[src/rtl/prog_loader_if.sv]
// Byte-stream input, instruction-memory write port and loader status for prog_loader.
// The loader attaches through the slave modport; the stream source and memory side use master.
interface prog_loader_if #(
    parameter int ADDR_W = 16
);
    logic              start;
    logic [7:0]        byte_in;
    logic              byte_valid;
    logic              byte_ready;
    logic [ADDR_W-1:0] wraddress;
    logic [15:0]       data;
    logic              wren;
    logic              cpu_hold;
    logic              done;
    logic              err;

    modport slave (
        input  start, byte_in, byte_valid,
        output byte_ready, wraddress, data, wren, cpu_hold, done, err
    );

    modport master (
        output start, byte_in, byte_valid,
        input  byte_ready, wraddress, data, wren, cpu_hold, done, err
    );
endinterface

[src/rtl/prog_loader.sv]
// Loads [len_hi len_lo {hi lo}*N xor] into instruction memory; wren is registered, one cycle after the low byte (3 cycles/word).
// byte_ready depends on state only and drops during WRITE/IDLE/DONE; a stalled byte_valid simply holds the state.
module prog_loader #(
    parameter int                ADDR_W    = 16,
    parameter logic [ADDR_W-1:0] BASE_ADDR = '0
) (
    input  logic          clock,
    input  logic          rst_n,
    prog_loader_if.slave  bus
);
    typedef enum logic [2:0] {
        S_IDLE, S_LEN_HI, S_LEN_LO, S_W_HI, S_W_LO, S_WRITE, S_CHK, S_DONE
    } state_t;

    state_t            state, state_nxt;
    logic              rdy, hold;
    logic [7:0]        acc;
    logic [7:0]        hi_byte;
    logic [15:0]       remaining;
    logic [ADDR_W-1:0] addr;
    logic              wren_q;
    logic [ADDR_W-1:0] wraddress_q;
    logic [15:0]       data_q;
    logic              done_q, err_q;

    always_ff @(posedge clock or negedge rst_n) begin
        if (!rst_n) state <= S_IDLE;
        else        state <= state_nxt;
    end

    always_comb begin
        state_nxt = state;
        rdy       = 1'b0;
        hold      = 1'b1;
        case (state)
            S_IDLE: begin
                hold = 1'b0;
                if (bus.start) state_nxt = S_LEN_HI;
            end
            S_LEN_HI: begin
                rdy = 1'b1;
                if (bus.byte_valid) state_nxt = S_LEN_LO;
            end
            S_LEN_LO: begin
                rdy = 1'b1;
                if (bus.byte_valid)
                    state_nxt = ({hi_byte, bus.byte_in} == 16'd0) ? S_CHK : S_W_HI;
            end
            S_W_HI: begin
                rdy = 1'b1;
                if (bus.byte_valid) state_nxt = S_W_LO;
            end
            S_W_LO: begin
                rdy = 1'b1;
                if (bus.byte_valid) state_nxt = S_WRITE;
            end
            // remaining is never zero here, so 1 means this is the last word
            S_WRITE: state_nxt = (remaining == 16'd1) ? S_CHK : S_W_HI;
            S_CHK: begin
                rdy = 1'b1;
                if (bus.byte_valid) state_nxt = S_DONE;
            end
            S_DONE: begin
                hold = 1'b0;
                if (bus.start) state_nxt = S_LEN_HI;
            end
            default: state_nxt = S_IDLE;
        endcase
    end

    always_ff @(posedge clock or negedge rst_n) begin
        if (!rst_n) begin
            acc         <= 8'd0;
            hi_byte     <= 8'd0;
            remaining   <= 16'd0;
            addr        <= BASE_ADDR;
            wren_q      <= 1'b0;
            wraddress_q <= '0;
            data_q      <= 16'd0;
            done_q      <= 1'b0;
            err_q       <= 1'b0;
        end else begin
            wren_q <= 1'b0;
            case (state)
                S_IDLE, S_DONE: begin
                    if (bus.start) begin
                        done_q <= 1'b0;
                        err_q  <= 1'b0;
                        acc    <= 8'd0;
                        addr   <= BASE_ADDR;
                    end
                end
                S_LEN_HI, S_W_HI: begin
                    if (bus.byte_valid) begin
                        hi_byte <= bus.byte_in;
                        acc     <= acc ^ bus.byte_in;
                    end
                end
                S_LEN_LO: begin
                    if (bus.byte_valid) begin
                        remaining <= {hi_byte, bus.byte_in};
                        acc       <= acc ^ bus.byte_in;
                    end
                end
                // write port is loaded here so wren/wraddress/data come straight from flops
                S_W_LO: begin
                    if (bus.byte_valid) begin
                        wren_q      <= 1'b1;
                        wraddress_q <= addr;
                        data_q      <= {hi_byte, bus.byte_in};
                        acc         <= acc ^ bus.byte_in;
                    end
                end
                S_WRITE: begin
                    addr      <= addr + 1'b1;
                    remaining <= remaining - 16'd1;
                end
                S_CHK: begin
                    if (bus.byte_valid) begin
                        done_q <= 1'b1;
                        err_q  <= (bus.byte_in != acc);
                    end
                end
                default: ;
            endcase
        end
    end

    assign bus.byte_ready = rdy;
    assign bus.cpu_hold   = hold;
    assign bus.wren       = wren_q;
    assign bus.wraddress  = wraddress_q;
    assign bus.data       = data_q;
    assign bus.done       = done_q;
    assign bus.err        = err_q;
endmodule
[src/flat_wrapper.sv]
// flat-port wrapper written by rule: the top's interface ports become plain ports
module prog_loader_flat 
#(
    parameter int                ADDR_W    = 16,
    parameter logic [ADDR_W-1:0] BASE_ADDR = '0
)
  (clock, rst_n, bus_start, bus_byte_in, bus_byte_valid, bus_byte_ready, bus_wraddress, bus_data, bus_wren, bus_cpu_hold, bus_done, bus_err);
  prog_loader_if #(.ADDR_W(ADDR_W)) bus_i ();
  input  logic clock;
  input  logic rst_n;
  input wire logic [$bits(bus_i.start)-1:0] bus_start;
  input wire logic [$bits(bus_i.byte_in)-1:0] bus_byte_in;
  input wire logic [$bits(bus_i.byte_valid)-1:0] bus_byte_valid;
  output wire logic [$bits(bus_i.byte_ready)-1:0] bus_byte_ready;
  output wire logic [$bits(bus_i.wraddress)-1:0] bus_wraddress;
  output wire logic [$bits(bus_i.data)-1:0] bus_data;
  output wire logic [$bits(bus_i.wren)-1:0] bus_wren;
  output wire logic [$bits(bus_i.cpu_hold)-1:0] bus_cpu_hold;
  output wire logic [$bits(bus_i.done)-1:0] bus_done;
  output wire logic [$bits(bus_i.err)-1:0] bus_err;
  assign bus_i.start = bus_start;
  assign bus_i.byte_in = bus_byte_in;
  assign bus_i.byte_valid = bus_byte_valid;
  assign bus_byte_ready = bus_i.byte_ready;
  assign bus_wraddress = bus_i.wraddress;
  assign bus_data = bus_i.data;
  assign bus_wren = bus_i.wren;
  assign bus_cpu_hold = bus_i.cpu_hold;
  assign bus_done = bus_i.done;
  assign bus_err = bus_i.err;
  prog_loader #(.ADDR_W(ADDR_W), .BASE_ADDR(BASE_ADDR)) u_core (.clock(clock), .rst_n(rst_n), .bus(bus_i));
endmodule
[config.mk]
export PLATFORM = sky130hd
export DESIGN_NAME = prog_loader_flat
export DESIGN_NICKNAME = d
export VERILOG_FILES = /design/src/rtl/prog_loader_if.sv /design/src/rtl/prog_loader.sv /design/src/flat_wrapper.sv
export SDC_FILE = /design/constraint.sdc
export NUM_CORES = 1
export LEC_CHECK = 0
export ABC_AREA = 0
export CAP_MARGIN = 20
export CORE_MARGIN = 2
export CORE_UTILIZATION = 49
export DETAILED_ROUTE_END_ITERATION = 16
export PLACE_DENSITY = 0.76
export SLEW_MARGIN = 40
export SYNTH_ARGS = -nofsm -noshare
export SYNTH_HDL_FRONTEND = slang
export SYNTH_SLANG_ARGS = --single-unit
[constraint.sdc]
create_clock -name clock -period 2.6 [get_ports clock]
set_clock_uncertainty 0.2 [all_clocks]
set_input_delay 0.39 -clock clock [delete_from_list [all_inputs] [get_ports clock]]
set_output_delay 0.39 -clock clock [all_outputs]
set_load 0.005 [all_outputs]
======== Word-level counts from Yosys, hierarchy flattened ========
Index checks and enable logic that the tools add are counted.
word-level totals
  bits in registers ....................... 86
  input port bits ......................... 12
  latch bits .............................. 0
  logic and storage cells ................. 71
  memory bits (read-only) ................. 0
  RAM bits ................................ 0
  memories ................................ 0
  output and inout bits ................... 37
cells by class
  div/mod/pow operators ................... 0
  shift operators ......................... 0
  eq/ne operators ......................... 16
  order comparisons ....................... 0
  bitwise logic cells ..................... 1
  reductions and logical operators ........ 17
  $mul .................................... 0
  multiplexer cells ....................... 25
  $add $sub $neg .......................... 2
operators with widths
  cell                                                  number
  case mux 16 bit (2 select lines)                      2
  2-to-1 mux 16 bit                                     2
  2-to-1 mux 3 bit                                      8
  case mux 3 bit (7 select lines)                       1
  adder 16 x 1 -> 16 bit, second input constant         1
  equality test 16 x 1 -> 1 bit, second input constant  1
  logical NOT 16 bit                                    1
  2-to-1 mux 8 bit                                      2
  case mux 8 bit (2 select lines)                       1
  subtractor 16 x 1 -> 16 bit, second input constant    1
  equality test 3 bit, second input constant            4
  != test 2 bit, second input constant                  5
  != test 8 bit                                         1
  AND reduction 2 bit                                   4
  nonzero test 2 bit                                    4
  XOR 8 bit                                             1
  2-to-1 mux 1 bit                                      7
  equality test 3 x 2 -> 1 bit, second input constant   2
  AND reduction 3 bit                                   2
  AND reduction 6 bit                                   1
  OR reduction 5 bit                                    1
  != test 2 x 1 -> 1 bit, second input constant         2
  case mux 1 bit (2 select lines)                       2
  OR reduction 2 bit                                    2
  other kinds (3)                                       3

======== Depth between registers and ports, before layout ========
Gate-level depths: netlist of run 1.
  depth after elaboration ................. 4
  gate-level depth with buffers ........... 9
  depth with buffers taken out ............ 7

======== Worst setup path before layout of run 1 ========
No wires, ideal clock.
  path kind ............................... flip-flop to flip-flop
  start ................................... register u_core.state[1]
  end ..................................... register u_core.acc[0]
  library setup time ...................... 0.078 ns
  period minus slack after synthesis ...... 2.181 ns
  cell stages (with the launch flop) ...... 9
  path slack .............................. 0.419 ns
  arrival time ............................ 1.903 ns
  buffers on the path ..................... 2
  data required time ...................... 2.322 ns
  cells stage by stage .................... dfrtp_1 -> inv_1 -> ha_1 -> nor4_1 -> or2_2 -> buf_2 -> a21o_1 -> clkbuf_1 -> o2bb2ai_1
on the way
  word-level cells in the longest chain between the ends .. 4
  elaborated cells between the ends (all ways) .. 13
  those cells by class .................... eq/ne (7); mux (1); reduce/logical (5)
ends and longest elaborated chain
  item                                                                           line                text
  start: declaration                                                             prog_loader.sv:15   state_t state, state_nxt;
  start signal: assignment                                                       prog_loader.sv:28   else state <= state_nxt;
  equality test 3 x 1 -> 1 bit (tied with other cells)                           prog_loader.sv:84   case (state)
  OR reduction 4 bit (no line) / OR reduction 2 bit (equally long branches)      -
  != test 2 x 1 -> 1 bit (no line) / nonzero test 2 bit (equally long branches)  -
  AND reduction 3 bit (no line)                                                  -
  end signal: assignment                                                         prog_loader.sv:96   acc <= acc ^ bus.byte_in;
  end signal: assignment                                                         prog_loader.sv:102  acc <= acc ^ bus.byte_in;
  end signal: assignment                                                         prog_loader.sv:111  acc <= acc ^ bus.byte_in;
  end: declaration                                                               prog_loader.sv:17   logic [7:0] acc;
Parallel ways exist; a longest one is shown, timed or not.
A chain may end at the register's enable or synchronous reset.

======== Worst setup path in the final report of run 1 ========
  start ................................... register u_core.state[0]
  end ..................................... output port bus_byte_ready
on the way
  word-level cells in the longest chain between the ends .. 3
  elaborated cells between the ends (all ways) .. 7
  those cells by class .................... eq/ne (5); mux (1); reduce/logical (1)
ends and longest elaborated chain
  item                                                  line                text
  equality test 3 x 1 -> 1 bit (tied with other cells)  prog_loader.sv:35   case (state)
  OR reduction 5 bit (no line) *                        -
  2-to-1 mux 1 bit *                                    prog_loader.sv:35
  end: declaration                                      flat_wrapper.sv:14  output wire logic [$bits(bus_i.byte_ready)-1:0] bus_byte_ready;
Mark *: on every way between the ends. The rest lies on a longest branch, timed or not.

==> results by group, run 1 <==
Outcome
  • Status: finished clean

Clock network
  • CTS root buffer: clkbuf_8
  • TritonCTS clock tree: yes
  • CTS sink cnt: 86
  • Num CTS Buffers: 9
  • H-tree depth: 3
  • Worst-path clk slew: 0.08 ns
  • Max clock buf depth: 2
  • Latest clock arrival within the worst-skew pair: 0.36 ns

Detailed routing
  • DRT Pass-1 Iters: 4
  • DR DRC count: 0
  • DRT Wirelength: about 10 mm
  • WL/cell: between 15 and 20 microns
  • DR vias/cell: about 6.1
  • Total number of vias: 3539
  • Starting DRT DRC Count: 217
  • Routed Antenna Nets: 0

Worst hold path
  • Cell depth of the worst min-delay path: 2
  • Worst min-delay path class: register to register

Yosys
  • Area contributors post-synth: dfrtp_1 49%, mux2_2 11%, nand2_1 2.3%
  • Synth Net Count: 429
  • Synth top cells by count: 86 x dfrtp_1, 42 x mux2_2, 27 x nand2_1, 25 x nor2_1
  • Mapped Cells: 410
  • Synth Cell Area: approximately 4400 sq um
  • Synth top area share: 48.9%
  • Ys async rst share: 100%
  • Cell variety after synth: 56
  • Sequential area share after synthesis: 48.9%
  • YS warnings: 0
  • Avg Synthesized Cell Area: 10.7 sq um
  • Most frequent cell after synthesis: dfrtp_1
  • Top FF cell, synth: dfrtp_1
  • #FFs+latches synth: between 80 and 90
  • Area leader, netlist: dfrtp_1
  • Number of synthesized flops with an enable pin: 0

Cells and area
  • Filler instances: 691
  • Antenna fix cells: 0
  • Area growth, synth to finish: 21.4%
  • Final net count: between 400 and 500
  • Final Util: 61.2%
  • Post-route cell area: 5340 sq um
  • Layout cell share with drive strength beyond 1: 21.3%

Power and ir drop
  • Sw Pwr: between 2 and 2.5 mW
  • Sw Share: 37.7%
  • P_leak: 2.25 nW
  • Clock share of power: 15.1%
  • Comb pwr share: between 40 and 50%
  • Flop pwr share: 41.0%
  • Pwr Density: a little over 1000 nW/um^2
  • Peak supply drop: 0.562 mV
  • Cell-internal power: 3.40 mW

Die
  • Core area: around 8700 sq um
  • Top Ports: 49
  • Die height: 98.8 microns
  • Chip width: 98.8 microns
  • # rows: 34
  • Die area: 9750 sq um
  • Initial Util: 50.4%

Timing
  • Fin crit share: a little over nine tenths
  • Fin crit period: 2.53 ns
  • Final Setup Violations: 0
  • Slew headroom: 58.0%
  • Peak Freq: 0.396 GHz
  • Setup TNS: 0 ns
  • Worst slew pin tran: about 0.63 ns
  • Max-slew violations: 0
  • Final hold vios: 0

Worst setup path
  • Worst Reg-to-Reg Cells: 7
  • Setup Crit Path Kind: register to primary output
  • Arr. time, crit path: 1.94 ns
  • Worst Setup End Kind: primary output
  • Worst Path Required: 2.01 ns
  • Max FO, Critical Path: 6
  • Critical Path Source Type: register

Global route
  • Largest net degree at the start of global routing: 35
  • Vias in the first global route: about 3500
  • Initial antenna violation count: 0
  • First-pass GRT wire length: roughly 17 mm
  • GRT Total Usage: 21.5%
  • Grt ovf: 0

Place
  • Hpwl dp: 7.25 mm
  • PortBufs: 48
  • RePlAce Congestion: 0.848
  • Cell Area, Placed: 5080 sq um

Run
  • Max-cap viol count: 0
==> placed cells by master (no fill, tap or decap), types with 4 or more instances in the layout <==
| cell type | instances |
|---|---|
| dfrtp_1 | 83 |
| clkdlybuf4s50_1 | 46 |
| mux2_2 | 41 |
| nand2_1 | 27 |
| nor2_1 | 25 |
| buf_4 | 20 |
| nand3_1 | 16 |
| a21oi_1 | 16 |
| nand2b_1 | 9 |
| o21ai_0 | 9 |
| and2_1 | 9 |
| clkbuf_8 | 9 |
| nor3_1 | 8 |
| o2bb2ai_1 | 8 |
| xnor2_1 | 8 |
| inv_1 | 7 |
| o31ai_1 | 7 |
| a21boi_0 | 7 |
| nand4_1 | 7 |
| nor4_1 | 7 |
| and4_1 | 6 |
| or4_1 | 6 |
| o311ai_0 | 6 |
| o211ai_1 | 6 |
| o41ai_1 | 4 |
| and3_1 | 4 |
| a311oi_1 | 4 |
| a31oi_1 | 4 |
==> timing repair <==
item,in CTS,in global routing
hold buffers,1,0
setup endpoints to repair,2,2
hold endpoints to repair,31,0
gates resized for setup,6,12
pin swaps,0,1
buffers inserted,0,1
==> power groups by stage <==
stage          logic (mW)  clock network, mW  registers [mW]
6_report             2.40              0.823            2.23
5_1_grt              2.62              0.891            2.31
4_1_cts              2.33              0.845            2.21
3_5_place_dp         2.29                  0            2.22
3_3_place_gp         2.20                  0            2.19
2_1_floorplan        1.50                  0            2.10
==> worst max-delay path, stage by stage, from the launching register on <==
cell,delay (ns)
dfrtp_2,0.45
buf_4,0.14
ha_2,0.23
nor4_4,0.21
nor2_1,0.10
clkdlybuf4s50_1,0.45
==> logic make-up after synthesis <==
group,Yosys count,share of synthesized area [%]
simple gates,142,17.7
flops,86,48.9
compound gates,89,14.7
fa+ha+maj,7,1.99
mux,45,11.4
xor+xnor,8,1.59
buf+inv,33,3.67
==> per-layer routing <==
layer / track usage, % / vias to the layer above / routed length [microns]
li1: - / 1651 / -
met1: 28.1 / 1781 / 4540
met2: 36.4 / 89 / 5030
met3: 4.11 / 18 / 361
met4: 6.11 / 0 / 191
met5: 0 / - / 0
==> flip-flops by register name (all words and copies together), names as in the netlist <==
signal and count:
u_core.acc 8, u_core.state 3, u_core.bus.done 1, u_core.bus.wraddress 16, u_core.bus.data 16, u_core.bus.err 1, u_core.remaining 16, u_core.addr 16
u_core.bus.wren 1, u_core.hi_byte 8
==> through the flow <==
| stage | cells | hold WS (ns) | power [mW] | setup WS (ns) |
|---|---|---|---|---|
| after floorplan | 410 | -0.106 | 3.60 | 0.419 |
| after global placement | 564 | 0.160 | 4.39 | 0.172 |
| after detailed placement | 564 | 0.170 | 4.51 | 0.0741 |
| after CTS | 580 | 0.293 | 5.38 | -0.0283 |
| after global routing | 582 | 0.324 | 5.82 | -0.00720 |
| final | 582 | 0.284 | 5.46 | 0.0749 |
==> layout make-up <==
class                      instances  area, sq um  area share (%)
sequential                        86         2160            40.4
multi-input combinational        291         2150            40.3
timing repair buffer              72          698            13.1
tap                              108          135            2.53
clock buffer                      10          128            2.39
inverter                          10         37.5           0.703
clock inverter                     5         36.3           0.679
==> final timing paths <==
kind / from / endpoint / slack (ns)
min: u_core.bus.wraddress[3] / u_core.bus.wraddress[3] / 0.28
max in group asynchronous: rst_n / u_core.addr[6] / 1.26
min reg2reg: u_core.bus.wraddress[3] / u_core.bus.wraddress[3] / 0.28
max reg2reg: u_core.state[1] / u_core.addr[12] / 0.33
min in group asynchronous: rst_n / u_core.bus.wraddress[5] / 0.31
max: u_core.state[0] / bus_byte_ready / 0.07
Power figures use the tool's default switching activity.
==> inputs of run 2 (changes only) <==
SKIP_LAST_GASP = 1   (was unset)
==> results of run 2 <==
The final DEF is identical to that of run 1; final timing and power are the same.
==> inputs of run 3 (changes only) <==
CORE_UTILIZATION = 30   (was 49)
PLACE_DENSITY = 0.53   (was 0.76)
==> run 3 against run 2 <==
  * Final cell count is 14% higher
  * Via count is 0.68% lower
  * Critical path depth stayed put
  * Power is 9.0% higher
  * Critical path type unchanged
  * Critical endpoint is now bus_cpu_hold
  * Largest cell class unchanged
==> results by group, run 3 (same netlist as run 1, synthesis figures left out) <==
Power and ir drop
  • Cell-internal power: 3.88 mW
  • Comb pwr share: approximately two fifths
  • Clock share of power: 22.7%
  • Pwr Density: approximately 1100 nW/um^2
  • Sw Pwr: slightly above 2 mW
  • Flop pwr share: 37.0%
  • Sw Share: 34.7%
  • P_leak: 2.34 nW
  • Peak supply drop: between 0.4 and 0.5 mV

Timing
  • Final hold vios: 0
  • Slew headroom: 60.3%
  • WHS: between 0.2 and 0.3 ns
  • Fin crit period: approximately 2.5 ns
  • Final Setup Violations: 0
  • Worst slew pin tran: slightly below 0.6 ns
  • Max-slew violations: 0
  • Setup TNS: 0 ns
  • Peak Freq: 0.397 GHz
  • Fin crit share: just under 100%

Worst setup path
  • Worst path max stage delay: 0.50 ns
  • Worst Path Required: roughly 2 ns
  • Worst reg-to-reg setup slack: approximately 0.33 ns
  • Worst Reg-to-Reg Cells: 7
  • Max FO, Critical Path: 5
  • CP cell instances: inv_1, ha_2, mux2_4, inv_2, clkdlybuf4s50_1
  • Arr. time, crit path: 1.93 ns
  • R2R Path Start: u_core.state[1]
  • Crit path to: bus_cpu_hold
  • Worst Setup End Kind: primary output
  • Capturing point of the worst reg2reg path: u_core.addr[6]
  • Setup Crit Path Kind: register to primary output
  • Critical Path Source Type: register
  • Crit. Startpoint: u_core.state[1]
  • CP max stage cell: clkdlybuf4s50_1

Clock network
  • H-tree depth: 3
  • Latest clock arrival within the worst-skew pair: 0.35 ns
  • TritonCTS clock tree: yes
  • Num CTS Buffers: 9
  • Max clock buf depth: 2
  • CTS sink cnt: 86
  • CTS root buffer: clkbuf_16
  • Worst-path clk slew: ~0.060 ns

Place
  • RePlAce Congestion: 0.868
  • Hpwl dp: 7.72 mm
  • Cell Area, Placed: 5210 sq um
  • PortBufs: 48

Detailed routing
  • Routed Antenna Nets: 0
  • DRT Wirelength: around 11 mm
  • DR DRC count: 0
  • DRT Pass-1 Iters: 4
  • DR vias/cell: 5.29
  • Starting DRT DRC Count: 291
  • WL/cell: approximately 16 microns
  • Total number of vias: between 3000 and 4000

Global route
  • Global Route met1 Usage: 17.8%
  • Grt ovf: 0
  • Vias in the first global route: 3578
  • Largest net degree at the start of global routing: between 40 and 50
  • First-pass GRT wire length: 18.2 mm
  • Met2 Usage GRT: 24.2%
  • GRT Total Usage: 14.3%
  • Most Crowded Layer GR: met2
  • Initial antenna violation count: 0
  • GRT met3 Usage: 3.68%

Cells and area
  • Final net count: slightly below 500
  • Register area: 2150 sq um
  • Post-route cell area: 5570 sq um
  • Most frequent cells in the layout: 85 x dfrtp_1, 47 x clkdlybuf4s50_1, 41 x mux2_2
  • Antenna fix cells: 0
  • Area growth, synth to finish: 26.7%
  • Commonest non-fill, non-tap cell in the layout: dfrtp_1
  • Multi-input logic area: approximately 2100 sq um
  • Filler instances: 1403
  • Layout cell share with drive strength beyond 1: 21.8%

Outcome
  • Status: finished clean

Die
  • Die area: 15600 sq um
  • # rows: between 40 and 50
  • Die height: 125 microns
  • Top Ports: 49
  • Initial Util: 30.5%
  • Chip width: approximately 130 microns
  • Core area: 14400 sq um

Worst hold path
  • Worst min-delay path class: register to register
  • Cell depth of the worst min-delay path: 2

Run
  • Max-cap viol count: 0
-- run 3: through the flow --
step / power (mW) / instances / setup slack, ns / utilization (%)
after global placement: 4.49 / 647 / 0.209 / 36.1
after global routing: 6.36 / 665 / -0.00923 / 38.6
final: 5.95 / 665 / 0.0808 / 38.6
after floorplan: 3.60 / 410 / 0.419 / -
after detailed placement: 4.55 / 647 / 0.142 / 36.1
after CTS: 5.98 / 663 / -0.0332 / 38.5
-- run 3: worst max-delay path, delay by kind of cell, from the launching register on --
kind       cells  cell delay [ns]
flops          1             0.39
mux            1             0.31
buf+inv        3             0.68
fa+ha+maj      1             0.20
-- run 3: what timing repair did --
item,in CTS,in global routing
hold buffers,1,0
gates resized for setup,6,4
endpoints found under the hold margin,44,0
pin swaps,0,1
endpoints found under the setup margin,2,2
buffers inserted,0,1
-- run 3: worst min path at each step --
stage / end / startpoint / slack [ns]
after floorplan: u_core.acc[0] / rst_n / -0.11
after global placement: u_core.bus.wraddress[6] / rst_n / 0.24
after detailed placement: u_core.bus.wraddress[5] / rst_n / 0.26
after CTS: u_core.bus.wraddress[3] / u_core.bus.wraddress[3] / 0.29
after global routing: u_core.bus.data[5] / u_core.bus.data[5] / 0.32
final: u_core.bus.wraddress[3] / u_core.bus.wraddress[3] / 0.28
-- run 3: power by group through the flow --
stage | clock network (mW) | logic, mW | registers, mW
6_report | 1.35 | 2.40 | 2.20
5_1_grt | 1.44 | 2.65 | 2.27
4_1_cts | 1.40 | 2.38 | 2.20
3_5_place_dp | 0 | 2.33 | 2.22
3_3_place_gp | 0 | 2.29 | 2.20
2_1_floorplan | 0 | 1.50 | 2.10
-- run 3: cell type report --
cell class              instances  share of cell area [%]
flip-flops and latches         86                    38.6
multi-input cells             291                    38.1
repair buffers                 79                    13.0
well taps                     184                    4.13
clock buffers                  10                    4.11
clock inverters                 5                    1.35
inverters                      10                   0.674
-- run 3: routing by layer --
metal / part of all wire (%) / wire length [microns] / vias up
met5: 0 / 0 / -
met1: 45 / 4970 / 1759
met4: 1.7 / 183 / 0
met2: 49 / 5360 / 72
li1: - / - / 1669
met3: 3.8 / 411 / 15
